--- config.mk ---
export PLATFORM = sky130hd
export DESIGN_NAME = dm_access_master
export DESIGN_NICKNAME = d
export VERILOG_FILES = /design/src/rtl/dm_access_master.sv
export SDC_FILE = /design/constraint.sdc
export NUM_CORES = 1
export LEC_CHECK = 0
export ABC_AREA = 1
export CAP_MARGIN = 10
export CORE_MARGIN = 8
export CORE_UTILIZATION = 54
export CTS_CLUSTER_SIZE = 40
export DETAILED_ROUTE_END_ITERATION = 6
export PLACE_DENSITY_LB_ADDON = 0.2
export SETUP_SLACK_MARGIN = 0.1
export SKIP_CTS_REPAIR_TIMING = 1
export SYNTH_ARGS = -nofsm -noshare
export SYNTH_HDL_FRONTEND = slang
export SYNTH_SLANG_ARGS = --single-unit
--- constraint.sdc ---
create_clock -name CLK -period 3.2 [get_ports CLK]
set_input_delay 0.64 -clock CLK [delete_from_list [all_inputs] [get_ports CLK]]
set_output_delay 0.64 -clock CLK [all_outputs]
set_load 0.05 [all_outputs]
--- src/rtl/dm_access_master.sv ---
// dm_access_master
//   Processor-side initiator for a word-addressed 1024 x 32 data memory.
//   It takes byte, halfword and word load/store requests on byte addresses
//   through a valid/ready handshake. Sub-word stores are done as a
//   read-modify-write. Load data is sign- or zero-extended, and every request
//   ends with a one-cycle response pulse.
//
// States:
//   IDLE   | ready for a request; request fields latched on accept
//   ACCESS | memory word addressed; load extract, word store, or RMW merge
//   WRITE  | merged sub-word store written back (mem_we for one cycle)
//   RESP   | resp_valid pulse with the latched error flag
//
// Ports:
//   CLK, RESET       clock (rising edge) and asynchronous active-low reset
//   req_*            request handshake: write/size/signed/byte addr/wdata
//   resp_*           completion pulse, error flag, load data
//   mem_address/data/we, mem_q   memory port (mem_q is a combinational read)
module dm_access_master #(
  parameter int ADDR_W = 10,
  parameter int DATA_W = 32
) (
  input  logic              CLK,
  input  logic              RESET,
  input  logic              req_valid,
  output logic              req_ready,
  input  logic              req_write,
  input  logic [1:0]        req_size,
  input  logic              req_signed,
  input  logic [ADDR_W+1:0] req_addr,
  input  logic [DATA_W-1:0] req_wdata,
  output logic              resp_valid,
  output logic              resp_err,
  output logic [DATA_W-1:0] resp_rdata,
  output logic [ADDR_W-1:0] mem_address,
  output logic [DATA_W-1:0] mem_data,
  output logic              mem_we,
  input  logic [DATA_W-1:0] mem_q
);

  typedef enum logic [1:0] {
    IDLE   = 2'd0,
    ACCESS = 2'd1,
    WRITE  = 2'd2,
    RESP   = 2'd3
  } state_t;

  localparam logic [1:0] SZ_BYTE = 2'b00;
  localparam logic [1:0] SZ_HALF = 2'b01;
  localparam logic [1:0] SZ_WORD = 2'b10;

  state_t              state_q, state_d;
  logic                write_q, write_d;
  logic [1:0]          size_q, size_d;
  logic                signed_q, signed_d;
  logic [ADDR_W+1:0]   addr_q, addr_d;
  logic [DATA_W-1:0]   wdata_q, wdata_d;
  logic                err_q, err_d;
  logic [DATA_W-1:0]   rdata_q, rdata_d;
  logic [DATA_W-1:0]   mdata_q, mdata_d;

  logic                req_err;
  logic                word_store;
  logic [7:0]          rd_byte;
  logic [15:0]         rd_half;
  logic [DATA_W-1:0]   load_ext;
  logic [DATA_W-1:0]   merged;

  // Misalignment or the reserved size code; checked on the live inputs
  // because the decision is taken on the accept edge.
  assign req_err = (req_size == 2'b11) ||
                   ((req_size == SZ_HALF) && req_addr[0]) ||
                   ((req_size == SZ_WORD) && (req_addr[1:0] != 2'b00));

  assign word_store = write_q && (size_q == SZ_WORD);

  // Little-endian lane select: byte lane addr[1:0], half lane addr[1].
  assign rd_byte = mem_q[{addr_q[1:0], 3'b000} +: 8];
  assign rd_half = mem_q[{addr_q[1], 4'b0000} +: 16];

  always_comb begin
    load_ext = mem_q;
    case (size_q)
      SZ_BYTE: load_ext = signed_q ? {{24{rd_byte[7]}}, rd_byte} : {24'd0, rd_byte};
      SZ_HALF: load_ext = signed_q ? {{16{rd_half[15]}}, rd_half} : {16'd0, rd_half};
      default: load_ext = mem_q;
    endcase
  end

  always_comb begin
    merged = mem_q;
    if (size_q == SZ_BYTE) begin
      merged[{addr_q[1:0], 3'b000} +: 8] = wdata_q[7:0];
    end else if (size_q == SZ_HALF) begin
      merged[{addr_q[1], 4'b0000} +: 16] = wdata_q[15:0];
    end
  end

  always_comb begin
    state_d  = state_q;
    write_d  = write_q;
    size_d   = size_q;
    signed_d = signed_q;
    addr_d   = addr_q;
    wdata_d  = wdata_q;
    err_d    = err_q;
    rdata_d  = rdata_q;
    mdata_d  = mdata_q;
    case (state_q)
      IDLE: begin
        if (req_valid) begin
          write_d  = req_write;
          size_d   = req_size;
          signed_d = req_signed;
          addr_d   = req_addr;
          wdata_d  = req_wdata;
          err_d    = req_err;
          if (req_err) begin
            rdata_d = '0;
            state_d = RESP;
          end else begin
            state_d = ACCESS;
          end
        end
      end
      ACCESS: begin
        if (!write_q) begin
          rdata_d = load_ext;
          state_d = RESP;
        end else begin
          rdata_d = '0;
          if (size_q == SZ_WORD) begin
            state_d = RESP;
          end else begin
            mdata_d = merged;
            state_d = WRITE;
          end
        end
      end
      WRITE:   state_d = RESP;
      RESP:    state_d = IDLE;
      default: state_d = IDLE;
    endcase
  end

  always_ff @(posedge CLK or negedge RESET) begin
    if (!RESET) begin
      state_q  <= IDLE;
      write_q  <= 1'b0;
      size_q   <= 2'b00;
      signed_q <= 1'b0;
      addr_q   <= '0;
      wdata_q  <= '0;
      err_q    <= 1'b0;
      rdata_q  <= '0;
      mdata_q  <= '0;
    end else begin
      state_q  <= state_d;
      write_q  <= write_d;
      size_q   <= size_d;
      signed_q <= signed_d;
      addr_q   <= addr_d;
      wdata_q  <= wdata_d;
      err_q    <= err_d;
      rdata_q  <= rdata_d;
      mdata_q  <= mdata_d;
    end
  end

  // RESET gates req_ready directly so it is low for the whole reset window.
  assign req_ready   = RESET && (state_q == IDLE);
  assign resp_valid  = (state_q == RESP);
  assign resp_err    = resp_valid && err_q;
  assign resp_rdata  = rdata_q;
  assign mem_address = addr_q[ADDR_W+1:2];
  // A word store writes straight from the latched data. A sub-word store
  // writes the merged word that was registered in ACCESS.
  assign mem_we      = ((state_q == ACCESS) && word_store) || (state_q == WRITE);
  assign mem_data    = ((state_q == ACCESS) && word_store) ? wdata_q : mdata_q;

endmodule

# --- After elaboration in Yosys (flattened, before gate mapping) ---
# Cells that the tools add are included.
# Widths: inputs -> output; s select.
word_totals:
  reg_bits: 115
  inputBits: 83
  output_inout_bits: 78
  wordCells: 61
op_classes:
  n_addsub: 2
  eq_ne: 10
  n_shift: 6
  mux: 17
  n_bitwise: 1
  n_reduce_logical: 16
ops:
  columns: ["cell", "n"]
  rows:
  - ["$mux 32", 8]
  - ["$pmux 32 s2", 2]
  - ["$bwmux 32", 2]
  - ["$shift 16x7->32 const A", 1]
  - ["$shift 8x7->32 const A", 1]
  - ["$shiftx 16x7->32", 1]
  - ["$shiftx 32x6->16", 1]
  - ["$shiftx 32x6->8", 1]
  - ["$shiftx 8x7->32", 1]
  - ["$neg 5->7", 2]
  - ["$eq 2x2->1 const B", 5]
  - ["$pmux 2 s4", 1]
  - ["$eq 2x1->1 const B", 3]
  - ["$logic_and 1x1->1", 6]
  - ["$reduce_and 3->1", 2]
  - ["$logic_not 2->1", 2]
  - ["$mux 2", 2]
  - ["$ne 2x2->1 const B", 2]
  - ["$reduce_bool 2->1", 2]
  - ["$logic_or 1x1->1", 3]
  - ["$mux 1", 2]
  - ["$reduce_and 2->1", 1]
  - ["$not 1->1", 1]

# --- Longest topological paths before layout ---
# Gate-level depths: netlist (run 1).
depth:
  word_depth: 7
  mapped_depth: 12
  depth_no_buf: 10

# --- Worst setup path before layout (run 1) ---
# No wires, ideal clock.
synth_path:
  path_kind: "register to output"
  from: "register state_q[1]"
  to: "output mem_data[0]"
  t_arrival_ps: 2144
  setup_slack_ps: 416
  path_stages_with_launch: 8
  cell_sequence: "dfrtp_1 -> inv_1 -> ha_1 -> nand2_1 -> inv_1 -> nand2_1 -> clkbuf_1 -> o21ai_0"
synth_via:
  elab_chain_len: 3
synth_rtl:
  columns: ["element", "line", "rtl"]
  rows:
  - ["from (decl)", "52", "state_t state_q, state_d;"]
  - ["from (signal assigned)", "158", "state_q <= state_d;"]
  - ["$eq 2x1->1", "179", "assign mem_data = ((state_q == ACCESS) && word_store) ? wdata_q : mdata_q;"]
  - ["$logic_and 1x1->1", "179", null]
  - ["$mux 32", "179", null]
  - ["to (decl)", "36", "output logic [DATA_W-1:0] mem_data,"]
# Every way passes these cells.

# --- Final worst setup path (run 1) ---
layout_path:
  from: "register state_q[1]"
  to: "output mem_data[30]"
# The elaborated chain is that of the path after synthesis.

==> results of run 1 <==
==> registers in the layout, indices dropped and copies added, names as in the netlist <==
register	flops
mdata_q	32
resp_rdata	32
wdata_q	32
addr_q	12
size_q	2
state_q	2
err_q	1
signed_q	1
write_q	1
==> worst reg2reg max path, cell delays in order (launching register included) <==
cell and delay (ps):
dfrtp_1 320, buf_4 270, inv_2 170, ha_1 250, clkinv_1 200, nand2_1 120, nor3_2 440, nand3_1 150
nand2_1 120, nand2_1 60, o21ai_1 130
==> power by group <==
| part | switching (mW) | total (mW) | internal (mW) |
|---|---|---|---|
| sequential | 0.490 | 2.64 | 2.15 |
| combinational | 4.14 | 6.20 | 2.06 |
| clock | 0.696 | 1.78 | 1.09 |
==> worst max-delay path by stage <==
stage / slack [ps] / startpoint / end
after floorplan: 420 / state_q[1] / mem_data[0]
after global placement: 790 / state_q[1] / mem_data[30]
after CTS: 310 / state_q[1] / mem_data[30]
after global routing: 210 / state_q[1] / mem_data[2]
after detailed placement: 750 / req_size[0] / resp_rdata[2]
final: 320 / state_q[1] / mem_data[30]
==> cell families (layout without fill, tap and decap cells) <==
kind of cell,Yosys count,after routing
AO/OA/AOI/OAI,202,202
AND/OR/NAND/NOR,455,455
buffers and inverters,130,275
flip-flops,115,115
adder cells (fa/ha/maj),10,10
multiplexers,16,16
==> cells in the final DEF, fill, tap and decap left out <==
master,n
clkinv_2,4
o211ai_1,15
o21ai_1,17
clkbuf_1,2
a21boi_0,1
inv_6,1
buf_12,17
nand3_2,1
dfrtp_1,115
mux2_2,16
nor2_1,14
clkinv_4,4
buf_4,29
inv_1,60
clkinvlp_4,2
nand2_1,378
o21ai_0,106
nand2_2,2
inv_2,9
nor3_1,1
nor2_4,2
nor3_2,2
clkbuf_8,1
bufinv_16,1
clkinv_1,2
nand2_4,1
clkdlybuf4s50_1,126
nand3_4,1
or2_2,7
o22ai_1,4
nand3_1,43
a21oi_1,59
or2_1,3
ha_1,10
clkbuf_16,17
==> layout make-up <==
class                   count  area [um2]  share of cell area [%]
clock inverters            12       108.9                   1.218
repair buffers            172        1819                   20.35
multi-input cells         683        3209                   35.90
clock buffers              20       446.7                   4.997
well taps                 168       210.2                   2.352
inverters                  71       266.5                   2.982
flip-flops and latches    115        2878                   32.19
==> per-layer routing <==
metal,vias to the layer above,global-route usage (%),wire [um]
met5,-,0,0
met4,0,12.25,682
met3,68,6.489,2204
met2,388,42.15,10120
met1,3195,33.97,8745
li1,3243,-,-
==> stage by stage <==
step / hold slack, ps / std cells / power [mW] / setup WS (ps)
4_1_cts: 258.7 / 1241 / 10.61 / 308.6
3_3_place_gp: 458.1 / 1209 / 8.711 / 794.9
5_1_grt: 287.7 / 1241 / 11.23 / 207.6
2_1_floorplan: 344.4 / 928 / 6.766 / 415.8
6_report: 248.8 / 1241 / 10.62 / 315.1
3_5_place_dp: 461.9 / 1209 / 8.784 / 748.0
==> metrics.txt, run 1 <==
status finished clean; Worst R2R Setup Slack 900 ps; vias 6894; dominant cell type by area after synthesis dfrtp_1; share of layout cells above drive strength 1 10.90%; Worst EP arrival 2240 ps; Final Hold Fails 0; Placement Rows 40; Synth area leaders dfrtp_1, nand2_1, o21ai_0; Synth Area in XOR/XNOR 0%; H-tree depth 4; CP Capture Type output port; Mapped Avg Cell Area 7.196 um2; Worst-Margin Slew 1097 ps; fin crit share 90.15%; core area 12060 um2; crit-path max FO 34; Power Dens Cells 1188 nW/um2; Synth top area share 43.10%; Area Growth Syn to Fin 33.86%; Critical Path Stages 8; #FFs+latches synth 115; worst r2r path cells 10; CTS Sinks 115; critical path type reg -> out; maximum vdd drop 749.1 uV; Buffers & Inverters on Critical Path 4; clock latency on the worst-skew pair 420 ps; Core Util, Final 74.11%; sequential share of the synthesized area 43.10%; total leakage power 4.348 nW; main combinational cell family by area after synthesis simple AND/OR/NAND/NOR gates; RR Startpoint addr_q[1]; largest stage delay on the critical path 390 ps; Synth Net Count 1021; drt initial violations 774; Final Setup Violations 0; final net count 1153; HPWL after DPL 15500 um; Final Critical Period 2885 ps; count leader, synth nand2_1; yosys warns 0; CTS Buf Count 17; fmax 0.3466 GHz; TritonRoute pass-1 iters 5; grt ovf 0; post-placement cell area 8383 um2; port bufs 160; synthesized cell area 6678 um2; crit-path cells inv_1 > ha_1 > nand2_1 > inv_1 > nand2_1 > buf_4 > mux2_2 > buf_4; largest net degree at the start of global routing 86; Max Cap Viol 0; ys async rst share 100.0%; final wirelength 21750 um; clock slew at reported path FFs 50 ps; Final Slew Violations 0; CTS Buffer Depth 2; Commonest cells post-synth nand2_1, dfrtp_1, o21ai_0, inv_1, a21oi_1; DRC Markers 0; die width 127.2 um; Final GP Congestion 0.9192; CTS tree done; filler instances 947; CP top delay family buffers and inverters; number of synthesized flops with an enable pin 0; via/cell ratio 5.555; number of global-route vias before repair 6645; Simple-Gate Fraction of Synth Area 27.67%; root buf cell clkbuf_16; Worst Path Required 2560 ps; cell area after layout 8939 um2; Startpoint Class flop; starting density of the core 55.36%; die area 16180 um2; GRT Overall Usage 26.69%; Hold Path Class in -> async; Fin Clk Skew 5.611 ps; antenna cells 0; Main synth FF type dfrtp_1; remaining antenna violation count 0; first-pass GRT wire length 34400 um; library cells used by synthesis 29; Slew headroom 26.90%; setup TNS 0 ps; antenna violations before repair 0; Post-Synth Adder-Cell Area 1.874%; Avg WL per Cell 17.53 um; IO Pins 161; post-synthesis mux area share 2.698%; post-synthesis compound-gate area fraction 15.81%; Worst path slowest cell dfrtp_1; RSZ-0062 raised after global routing false; Die Ht 127.2 um; Worst R2R End mdata_q[21]; Post-Synthesis Cells 928
No activity file was read; power rests on OpenSTA's default activity.
==> run 2: changes to the inputs <==
--- a/config.mk
+++ b/config.mk
@@ -8,4 +8,5 @@
 export ABC_AREA = 1
 export CAP_MARGIN = 10
+export CORE_ASPECT_RATIO = 0.9
 export CORE_MARGIN = 8
 export CORE_UTILIZATION = 54
@@ -15,4 +16,5 @@
 export SETUP_SLACK_MARGIN = 0.1
 export SKIP_CTS_REPAIR_TIMING = 1
+export SLEW_MARGIN = 20
 export SYNTH_ARGS = -nofsm -noshare
 export SYNTH_HDL_FRONTEND = slang
==> constraint.sdc (replaced) <==
create_clock -name CLK -period 3.2 [get_ports CLK]
set_input_delay 0.64 -clock CLK [delete_from_list [all_inputs] [get_ports CLK]]
set_output_delay 0.64 -clock CLK [all_outputs]
set_load 0.01 [all_outputs]
==> metrics.txt, run 2 (synthesis gave the netlist of run 1 again) <==
Final Setup Violations 0; antenna cells 0; Final GP Congestion 0.9967; Worst-Margin Slew 1051 ps; TritonRoute pass-1 iters 7; CTS tree done; clock latency on the worst-skew pair 420 ps; Final Hold Fails 0; CTS Sinks 115; IO Pins 161; remaining antenna violation count 0; Fin Clk Skew 10.52 ps; final wirelength 22180 um; final net count 1154; Final Slew Violations 0; Hold Path Class in -> async; drt initial violations 618; worst r2r path cells 9; grt ovf 0; number of global-route vias before repair 6535; crit-path max FO 33; Power Dens Cells 1031 nW/um2; Final Critical Period 2979 ps; antenna violations before repair 0; filler instances 960; RSZ-0062 raised after global routing false; DRC Markers 0; Worst EP arrival 2340 ps; root buf cell clkbuf_16; setup TNS 0 ps; fin crit share 93.08%; clock slew at reported path FFs 60 ps; critical path type reg -> out; HPWL after DPL 15770 um; Worst Path Required 2560 ps; CTS Buf Count 17; via/cell ratio 5.467; Slew headroom 29.86%; H-tree depth 4; CTS Buffer Depth 2; largest net degree at the start of global routing 116; most frequent cells in the layout nand2_1, clkdlybuf4s50_1, dfrtp_1; pre-CTS setup slack 475.7 ps; Area Growth Syn to Fin 34.38%; port bufs 160; maximum vdd drop 537.3 uV; met3 usage 8.154%; fmax 0.3357 GHz; met1 usage 35.75%; final setup margin 221.3 ps; Max Cap Viol 0; core area 12080 um2; Startpoint Class flop; starting density of the core 55.29%; Core Util, Final 74.31%; met2 usage 42.48%; Die Ht 121.5 um; total leakage power 4.412 nW; commonest non-fill, non-tap cell in the layout nand2_1; GRT Overall Usage 27.35%; status finished clean; Avg WL per Cell 17.97 um; vias 6746; Placement Rows 38; share of layout cells above drive strength 1 8.101%; first-pass GRT wire length 35070 um; Most Crowded Layer GR met2; die width 133.2 um; die area 16190 um2; CP Capture Type output port
==> run 2: cell type report <==
type / instances / area (um2) / share of cell area (%)
timing repair buffer: 173 / 1750 / 19.51
multi-input combinational: 683 / 3214 / 35.82
inverter: 71 / 266.5 / 2.970
tap: 160 / 200.2 / 2.231
clock buffer: 20 / 436.7 / 4.866
clock inverter: 12 / 227.7 / 2.538
sequential: 115 / 2878 / 32.07
==> run 2: critical path: stages (launching register included) <==
cell and delay, ps:
dfrtp_1 400, inv_2 80, ha_2 190, nand2_1 70
inv_1 50, nand2_2 120, buf_12 190, mux2_2 350
clkdlybuf4s50_1 480
==> run 2: final timing paths <==
check                             from       endpoint  slack (ps)
hold reg to reg            wdata_q[21]    wdata_q[21]         480
min in group CLK           wdata_q[21]    wdata_q[21]         480
setup / recovery            state_q[1]   mem_data[31]         220
max in group asynchronous        RESET    wdata_q[22]        2380
hold / removal                   RESET  resp_rdata[3]         340
setup reg to reg             addr_q[1]    mdata_q[29]         830
==> run 2: metal layers <==
metal / up-vias / wire, um
met3: 37 / 2113
met1: 3112 / 9512
met4: 0 / 569
met2: 347 / 9981
met5: - / 0
li1: 3250 / -
==> run 2: report_power, final <==
| part | internal, mW | leakage (nW) | switching (mW) |
|---|---|---|---|
| logic | 1.86 | 2.63 | 2.58 |
| clock network | 1.47 | 0.319 | 0.695 |
| registers | 2.15 | 1.46 | 0.499 |
| total | 5.48 | 4.41 | 3.78 |
==> run 2: metrics by stage <==
stage	total power, mW	hold slack, ps	cell area [um2]	instances
2_1_floorplan	5.271	344.4	6678	928
3_3_place_gp	6.933	460.9	8263	1202
3_5_place_dp	7.031	461.2	8263	1202
5_1_grt	9.860	399.7	8974	1234
6_report	9.253	343.8	8974	1234
4_1_cts	9.259	386.3	8927	1234
